`src/rtl/cordic_vector.sv`:
```
// -----------------------------------------------------------------------------
// cordic_vector
// Iterative vectoring-mode CORDIC (rectangular -> polar). Each accepted (x,y)
// sample is pre-rotated into the right half-plane, then driven towards the
// positive x axis with one micro-rotation per clock. The accumulated angle is
// the phase, and the final x is the magnitude scaled by the CORDIC gain
// K ~ 1.64676, which is not compensated. One result every ITERATIONS+1 cycles.
//
// Parameters
//   XY_BITS     width of the signed x_i / y_i inputs
//   PH_BITS     phase width; 2^PH_BITS is 360 degrees, two's complement
//   ITERATIONS  number of micro-rotations, 1..PH_BITS-1
//
// Ports
//   clk_in     in   rising-edge clock
//   RST        in   asynchronous active-low reset
//   x_i, y_i   in   signed input sample (real / imaginary)
//   valid_in   in   sample valid, taken only while ready_out=1
//   ready_out  out  engine idle, a sample offered now is accepted
//   mag_o      out  unsigned magnitude (XY_BITS+2 bits, includes gain K)
//   phase_o    out  signed phase atan2(y,x)
//   valid_out  out  single-cycle pulse, mag_o/phase_o carry a new result
// -----------------------------------------------------------------------------
module cordic_vector #(
  parameter int XY_BITS    = 12,
  parameter int PH_BITS    = 32,
  parameter int ITERATIONS = 16
) (
  input  logic                      clk_in,
  input  logic                      RST,
  input  logic signed [XY_BITS-1:0] x_i,
  input  logic signed [XY_BITS-1:0] y_i,
  input  logic                      valid_in,
  output logic                      ready_out,
  output logic [XY_BITS+1:0]        mag_o,
  output logic [PH_BITS-1:0]        phase_o,
  output logic                      valid_out
);

  // Integer part of the x/y datapath: two extra bits cover K*sqrt(2) growth
  // for every input, including the most negative corner.
  localparam int XW = XY_BITS + 2;
  // Fractional guard bits below the integer LSB. Without them the shifted
  // terms vanish in the late iterations, y freezes at 0 and the angle
  // accumulator keeps adding arctangents, which spoils the phase accuracy.
  localparam int GUARD = ITERATIONS + 4;
  localparam int DW    = XW + GUARD;
  localparam int CNT_W = (ITERATIONS > 1) ? $clog2(ITERATIONS) : 1;

  localparam logic [CNT_W-1:0]     LAST_CNT = CNT_W'(ITERATIONS - 1);
  localparam logic [PH_BITS-1:0]   QUARTER  = {2'b01, {(PH_BITS-2){1'b0}}};
  localparam logic signed [DW-1:0] HALF_LSB = DW'(1) << (GUARD - 1);

  // atan(2^-i) scaled to 2^32 per turn, rounded to nearest.
  function automatic logic [31:0] atan32(input int idx);
    case (idx)
      0:       return 32'h2000_0000;
      1:       return 32'h12E4_051E;
      2:       return 32'h09FB_385B;
      3:       return 32'h0511_11D4;
      4:       return 32'h028B_0D43;
      5:       return 32'h0145_D7E1;
      6:       return 32'h00A2_F61E;
      7:       return 32'h0051_7C55;
      8:       return 32'h0028_BE53;
      9:       return 32'h0014_5F2F;
      10:      return 32'h000A_2F98;
      11:      return 32'h0005_17CC;
      12:      return 32'h0002_8BE6;
      13:      return 32'h0001_45F3;
      14:      return 32'h0000_A2FA;
      15:      return 32'h0000_517D;
      16:      return 32'h0000_28BE;
      17:      return 32'h0000_145F;
      18:      return 32'h0000_0A30;
      19:      return 32'h0000_0518;
      20:      return 32'h0000_028C;
      21:      return 32'h0000_0146;
      22:      return 32'h0000_00A3;
      23:      return 32'h0000_0051;
      24:      return 32'h0000_0029;
      25:      return 32'h0000_0014;
      26:      return 32'h0000_000A;
      27:      return 32'h0000_0005;
      28:      return 32'h0000_0003;
      29:      return 32'h0000_0001;
      30:      return 32'h0000_0001;
      default: return 32'h0000_0000;
    endcase
  endfunction

  // Rescale the 32-bit table to PH_BITS, rounding when narrowing. Wider
  // phase words are left-aligned and gain no extra table precision.
  function automatic logic [PH_BITS-1:0] atan_scaled(input int idx);
    logic [63:0] v;
    int          sh_r;
    int          sh_l;
    sh_r = (PH_BITS < 32) ? (32 - PH_BITS) : 0;
    sh_l = (PH_BITS > 32) ? (PH_BITS - 32) : 0;
    v    = {32'd0, atan32(idx)};
    v    = ((v + ((64'd1 << sh_r) >> 1)) >> sh_r) << sh_l;
    return v[PH_BITS-1:0];
  endfunction

  typedef enum logic {
    S_IDLE = 1'b0,
    S_ITER = 1'b1
  } state_t;

  state_t                r_state;
  logic signed [DW-1:0]  r_x;
  logic signed [DW-1:0]  r_y;
  logic [PH_BITS-1:0]    r_z;
  logic [CNT_W-1:0]      r_cnt;
  logic                  r_zero;
  logic                  r_done;
  logic                  r_ready;
  logic                  r_valid;
  logic [XW-1:0]         r_mag;
  logic [PH_BITS-1:0]    r_phase;

  logic signed [DW-1:0]  w_x_in;
  logic signed [DW-1:0]  w_y_in;
  logic signed [DW-1:0]  w_x_pre;
  logic signed [DW-1:0]  w_y_pre;
  logic [PH_BITS-1:0]    w_z_pre;
  logic signed [DW-1:0]  w_x_sh;
  logic signed [DW-1:0]  w_y_sh;
  logic [PH_BITS-1:0]    w_atan_tab [ITERATIONS];
  logic [PH_BITS-1:0]    w_atan;

  genvar gi;
  generate
    for (gi = 0; gi < ITERATIONS; gi++) begin : g_atan
      assign w_atan_tab[gi] = atan_scaled(gi);
    end
  endgenerate

  assign w_atan = w_atan_tab[r_cnt];

  // Sign-extend to the integer width, then place above the guard bits.
  assign w_x_in = {{2{x_i[XY_BITS-1]}}, x_i, {GUARD{1'b0}}};
  assign w_y_in = {{2{y_i[XY_BITS-1]}}, y_i, {GUARD{1'b0}}};

  // Fold the left half-plane by +/-90 degrees so the iterations only need
  // to cover the +/-90 degree range around the positive x axis.
  always_comb begin
    w_x_pre = w_x_in;
    w_y_pre = w_y_in;
    w_z_pre = '0;
    if (x_i[XY_BITS-1]) begin
      if (!y_i[XY_BITS-1]) begin
        w_x_pre = w_y_in;
        w_y_pre = -w_x_in;
        w_z_pre = QUARTER;
      end else begin
        w_x_pre = -w_y_in;
        w_y_pre = w_x_in;
        w_z_pre = -QUARTER;
      end
    end
  end

  assign w_x_sh = r_x >>> r_cnt;
  assign w_y_sh = r_y >>> r_cnt;

  always_ff @(posedge clk_in or negedge RST) begin
    if (!RST) begin
      r_state <= S_IDLE;
      r_x     <= '0;
      r_y     <= '0;
      r_z     <= '0;
      r_cnt   <= '0;
      r_zero  <= 1'b0;
      r_done  <= 1'b0;
      r_ready <= 1'b1;
      r_valid <= 1'b0;
      r_mag   <= '0;
      r_phase <= '0;
    end else begin
      r_valid <= 1'b0;

      // Output stage: registers the finished rotation one edge after the
      // last iteration. It reads the pre-edge x/z, so a new sample accepted
      // on this same edge does not disturb the result.
      if (r_done) begin
        r_done  <= 1'b0;
        r_valid <= 1'b1;
        if (r_zero) begin
          r_mag   <= '0;
          r_phase <= '0;
        end else begin
          // Round the guarded x back to an integer magnitude.
          r_mag   <= XW'((r_x + HALF_LSB) >>> GUARD);
          r_phase <= r_z;
        end
      end

      case (r_state)
        S_IDLE: begin
          if (valid_in && r_ready) begin
            r_x     <= w_x_pre;
            r_y     <= w_y_pre;
            r_z     <= w_z_pre;
            r_zero  <= (x_i == '0) && (y_i == '0);
            r_cnt   <= '0;
            r_ready <= 1'b0;
            r_state <= S_ITER;
          end
        end
        S_ITER: begin
          // Rotate towards y=0: clockwise while y is non-negative.
          if (!r_y[DW-1]) begin
            r_x <= r_x + w_y_sh;
            r_y <= r_y - w_x_sh;
            r_z <= r_z + w_atan;
          end else begin
            r_x <= r_x - w_y_sh;
            r_y <= r_y + w_x_sh;
            r_z <= r_z - w_atan;
          end
          if (r_cnt == LAST_CNT) begin
            r_state <= S_IDLE;
            r_ready <= 1'b1;
            r_done  <= 1'b1;
          end else begin
            r_cnt <= r_cnt + CNT_W'(1);
          end
        end
        default: r_state <= S_IDLE;
      endcase
    end
  end

  assign ready_out = r_ready;
  assign valid_out = r_valid;
  assign mag_o     = r_mag;
  assign phase_o   = r_phase;

endmodule

```
`config.mk`:
```
export PLATFORM = sky130hd
export DESIGN_NAME = cordic_vector
export DESIGN_NICKNAME = d
export VERILOG_FILES = /design/src/rtl/cordic_vector.sv
export SDC_FILE = /design/constraint.sdc
export NUM_CORES = 1
export LEC_CHECK = 0
export CORE_MARGIN = 1
export CORE_UTILIZATION = 52
export DETAILED_ROUTE_END_ITERATION = 8
export PLACE_DENSITY_LB_ADDON = 0.1
export REMOVE_ABC_BUFFERS = 1
export SYNTH_ARGS = -nofsm -noshare
export SYNTH_HDL_FRONTEND = slang
export SYNTH_SLANG_ARGS = --single-unit
```
`constraint.sdc`:
```
create_clock -name clk_in -period 19.79 [get_ports clk_in]
set_input_delay 2.9685 -clock clk_in [delete_from_list [all_inputs] [get_ports clk_in]]
set_output_delay 2.9685 -clock clk_in [all_outputs]
set_load 0.01 [all_outputs]
```
==> results.py <==
metrics = {
    "run_status": {
        "status": "finished, final reports clean",
    },
    "cts": {
        "cts_hold_buf": 0,
        "cts.path.max_buffers": 2,
        "clock_latency_ns": 0.47,
        "cts_inserted_buffers": 17,
        "htreeDepth": 4,
        "cts_setup_buffers": 0,
        "clkTransAtPathRegs_ns": 0.07,
        "cts_sinks": 155,
        "root_buffer": "clkbuf_16",
        "post_cts_resized": 0,
        "cts_tree": "done",
    },
    "routing": {
        "drt_iter0_drc": 1606,
        "wl_per_cell_um": 20.5,
        "num_vias": 17400,
        "ant_nets": 0,
        "wirelength_um": 55800,
        "route.detailed.drc": 0,
        "avgViaCountPerCell": 6.38,
        "dr.pass1.iters": 6,
    },
    "global_routing": {
        "antenna_found_initial": 0,
        "grt-ovfl-total": 0,
        "track_usage": 0.313,
        "grt_pass1_vias": 16700,
        "grt_pass1_wl_um": 89700,
        "grt_start_max_net_pins": 71,
    },
    "final_layout": {
        "fill_cells": 3270,
        "num_antenna_cells": 0,
        "drive_gt1_frac": 0.0758,
        "area_growth_pct": 7.34,
        "nNetsFinal": 2396,
    },
    "sta": {
        "setup_viol": 0,
        "relSlewSlack": 0.405,
        "final_max_slew_viol_count": 0,
        "fmax_ghz": 0.144,
        "rsz0062_at_grt": "no",
        "worst_pin_slew_ns": 0.893,
        "period_needed_ns": 6.94,
        "tns_ns": 0,
        "post-route-period-util": 0.351,
        "hold_viol_final": 0,
        "finClkSkew_ns": 0.0166,
    },
    "logic_synthesis": {
        "ys.flop_type": "dfrtp_1",
        "synth_seq_cells": 155,
        "yosys_warnings": 0,
        "syn_area_per_cell_um2": 8.03,
        "synth-edff-count": 0,
        "synthCells": 2296,
        "synth-seq-area-share": 0.210,
        "synth.distinct_cells": 93,
        "async_reset_ff_frac": 1.00,
        "netlist_area_um2": 18400,
    },
    "die": {
        "fp.coreArea_um2": 34700,
        "io_pins": 75,
        "chipHeight_um": 190,
        "design.die.area_um2": 36200,
        "die_w_um": 190,
        "start_util": 0.531,
        "num_rows": 68,
    },
    "place": {
        "hpwl_um": 40700,
        "io_buffers": 74,
        "gp_congestion": 0.933,
    },
    "setup_path": {
        "crit_path_start_kind": "register",
        "required_ns": 20.11,
        "arrival_ns": 7.26,
        "reg2reg_depth": 25,
        "cp_max_fo": 68,
        "crit_path_end_kind": "register",
        "crit_type": "register to register",
    },
    "hold_path": {
        "hold_class": "register to register",
        "min_delay_path_depth": 2,
    },
    "flow_run": {
        "cap_violations": 0,
    },
}
state kept, by name, indices dropped and copies added, names as in the netlist, 4 cells and up:
register / flops
r_x: 34
r_y: 34
phase_o: 32
r_z: 32
mag_o: 14
r_cnt: 4
layer usage:
metal | vias up | global-route usage | part of all wire
met5 | - | 0 | 0
met4 | 0 | 0.128 | 0.030
met3 | 113 | 0.0416 | 0.065
met2 | 667 | 0.515 | 0.47
met1 | 8235 | 0.412 | 0.43
li1 | 8360 | - | -
area by class of cell:
type,count,area [um^2],share of cell area
repair buffers,101,945,0.0477
well taps,455,569,0.0288
clock inverters,14,178,0.00898
multi-input cells,1883,13400,0.677
inverters,99,372,0.0188
clock buffers,18,429,0.0217
flip-flops and latches,155,3900,0.197
cells in the final DEF (no fill, tap or decap), types with 6 or more instances in the layout:
| cell type | instances |
|---|---|
| nand2_1 | 244 |
| o21ai_0 | 218 |
| a21oi_1 | 193 |
| nor2_1 | 151 |
| dfrtp_1 | 147 |
| ha_1 | 109 |
| xnor2_1 | 100 |
| inv_1 | 97 |
| xor2_1 | 86 |
| clkdlybuf4s50_1 | 73 |
| mux2i_1 | 63 |
| a21o_1 | 55 |
| nand3_1 | 52 |
| a211oi_1 | 52 |
| mux2_2 | 41 |
| nand3b_1 | 39 |
| mux4_2 | 38 |
| a31oi_1 | 37 |
| and3_1 | 35 |
| nor3_1 | 30 |
| nand2b_1 | 29 |
| buf_4 | 27 |
| o22ai_1 | 22 |
| nor2b_1 | 20 |
| o31ai_1 | 17 |
| clkbuf_16 | 17 |
| o21a_1 | 16 |
| mux4_1 | 15 |
| and2_1 | 15 |
| nand4_1 | 15 |
| o211ai_1 | 13 |
| or3_1 | 11 |
| a221oi_1 | 10 |
| o21bai_1 | 10 |
| a22oi_1 | 9 |
| a211o_1 | 8 |
| nor4_1 | 7 |
| o31a_1 | 6 |
| a21boi_0 | 6 |
stage by stage:
| step | std cells | hold WS [ns] | instance area, um^2 | worst slack [ns] | utilization |
|---|---|---|---|---|---|
| 5_1_grt | 2725 | 0.539 | 19800 | 12.28 | 0.570 |
| 4_1_cts | 2725 | 0.522 | 19800 | 12.88 | 0.570 |
| 6_report | 2725 | 0.516 | 19800 | 12.85 | 0.570 |
| 3_5_place_dp | 2693 | 0.507 | 19200 | 12.88 | 0.553 |
| 3_3_place_gp | 2693 | 0.503 | 19200 | 13.05 | 0.553 |
| 2_1_floorplan | 2137 | 0.478 | 17600 | 11.02 | - |
worst paths after layout:
check	to	start	slack [ns]
max in group asynchronous	mag_o[12]	RST	16.14
min	r_z[6]	r_z[6]	0.52
max reg2reg	r_y[33]	r_cnt[1]	12.85
min reg2reg	r_z[6]	r_z[6]	0.52
max	r_y[33]	r_cnt[1]	12.85
min in group asynchronous	phase_o[13]	RST	2.51
worst max-delay path, stage by stage, from the launching register on:
cell and delay, ns:
dfrtp_4 0.62, buf_4 0.76, mux4_1 0.71, nand2b_1 0.20, inv_1 0.09, nor2_1 0.05
o21ai_0 0.25, ha_1 0.21, and2_1 0.17, and3_1 0.26, and3_1 0.27, nand2_1 0.10
o21ai_0 0.16, a21oi_1 0.09, a211oi_1 0.24, ha_1 0.33, nand2_1 0.11, nor2_1 0.05
and3_1 0.16, a311o_1 0.32, a41o_1 0.31, a211o_1 0.40, nor3b_1 0.17, a2111oi_0 0.45
xor2_1 0.19, a21oi_1 0.08
synthesized netlist by cell type (all sizes together) (15+ instances only):
| library cell | n | share of area |
|---|---|---|
| o21a | 16 | 0.0065 |
| a211oi | 52 | 0.021 |
| nand3b | 39 | 0.016 |
| nand3 | 53 | 0.015 |
| a31oi | 37 | 0.013 |
| o21ai | 220 | 0.060 |
| nor2 | 151 | 0.031 |
| o22ai | 22 | 0.0075 |
| buf | 58 | 0.020 |
| o31ai | 17 | 0.0069 |
| clkbuf | 101 | 0.024 |
| a21oi | 195 | 0.053 |
| nor3 | 31 | 0.0087 |
| nand2 | 245 | 0.050 |
| mux2i | 63 | 0.034 |
| dfrtp | 154 | 0.21 |
| xnor2 | 100 | 0.048 |
| mux2 | 41 | 0.025 |
| and3 | 36 | 0.012 |
| mux4 | 55 | 0.071 |
| xor2 | 86 | 0.041 |
| nand4 | 15 | 0.0051 |
| nor2b | 20 | 0.0068 |
| nand2b | 29 | 0.0098 |
| and2 | 17 | 0.0059 |
| a21o | 55 | 0.022 |
| ha | 109 | 0.074 |
| inv | 97 | 0.020 |
cell families (layout without fill, tap and decap cells):
| logic type | count (synthesis) | count (layout) | share of synthesized area |
|---|---|---|---|
| AO/OA/AOI/OAI | 743 | 743 | 0.251 |
| AND/OR/NAND/NOR | 683 | 683 | 0.180 |
| buffers and inverters | 258 | 232 | 0.0635 |
| XOR/XNOR | 186 | 186 | 0.0884 |
| multiplexers | 159 | 159 | 0.130 |
| flip-flops | 155 | 155 | 0.210 |
| adder cells (fa/ha/maj) | 112 | 112 | 0.0772 |
Power is left out: the tool's default activity adds up to more than one toggle a clock period on the data nets, which glitch-free logic cannot reach.
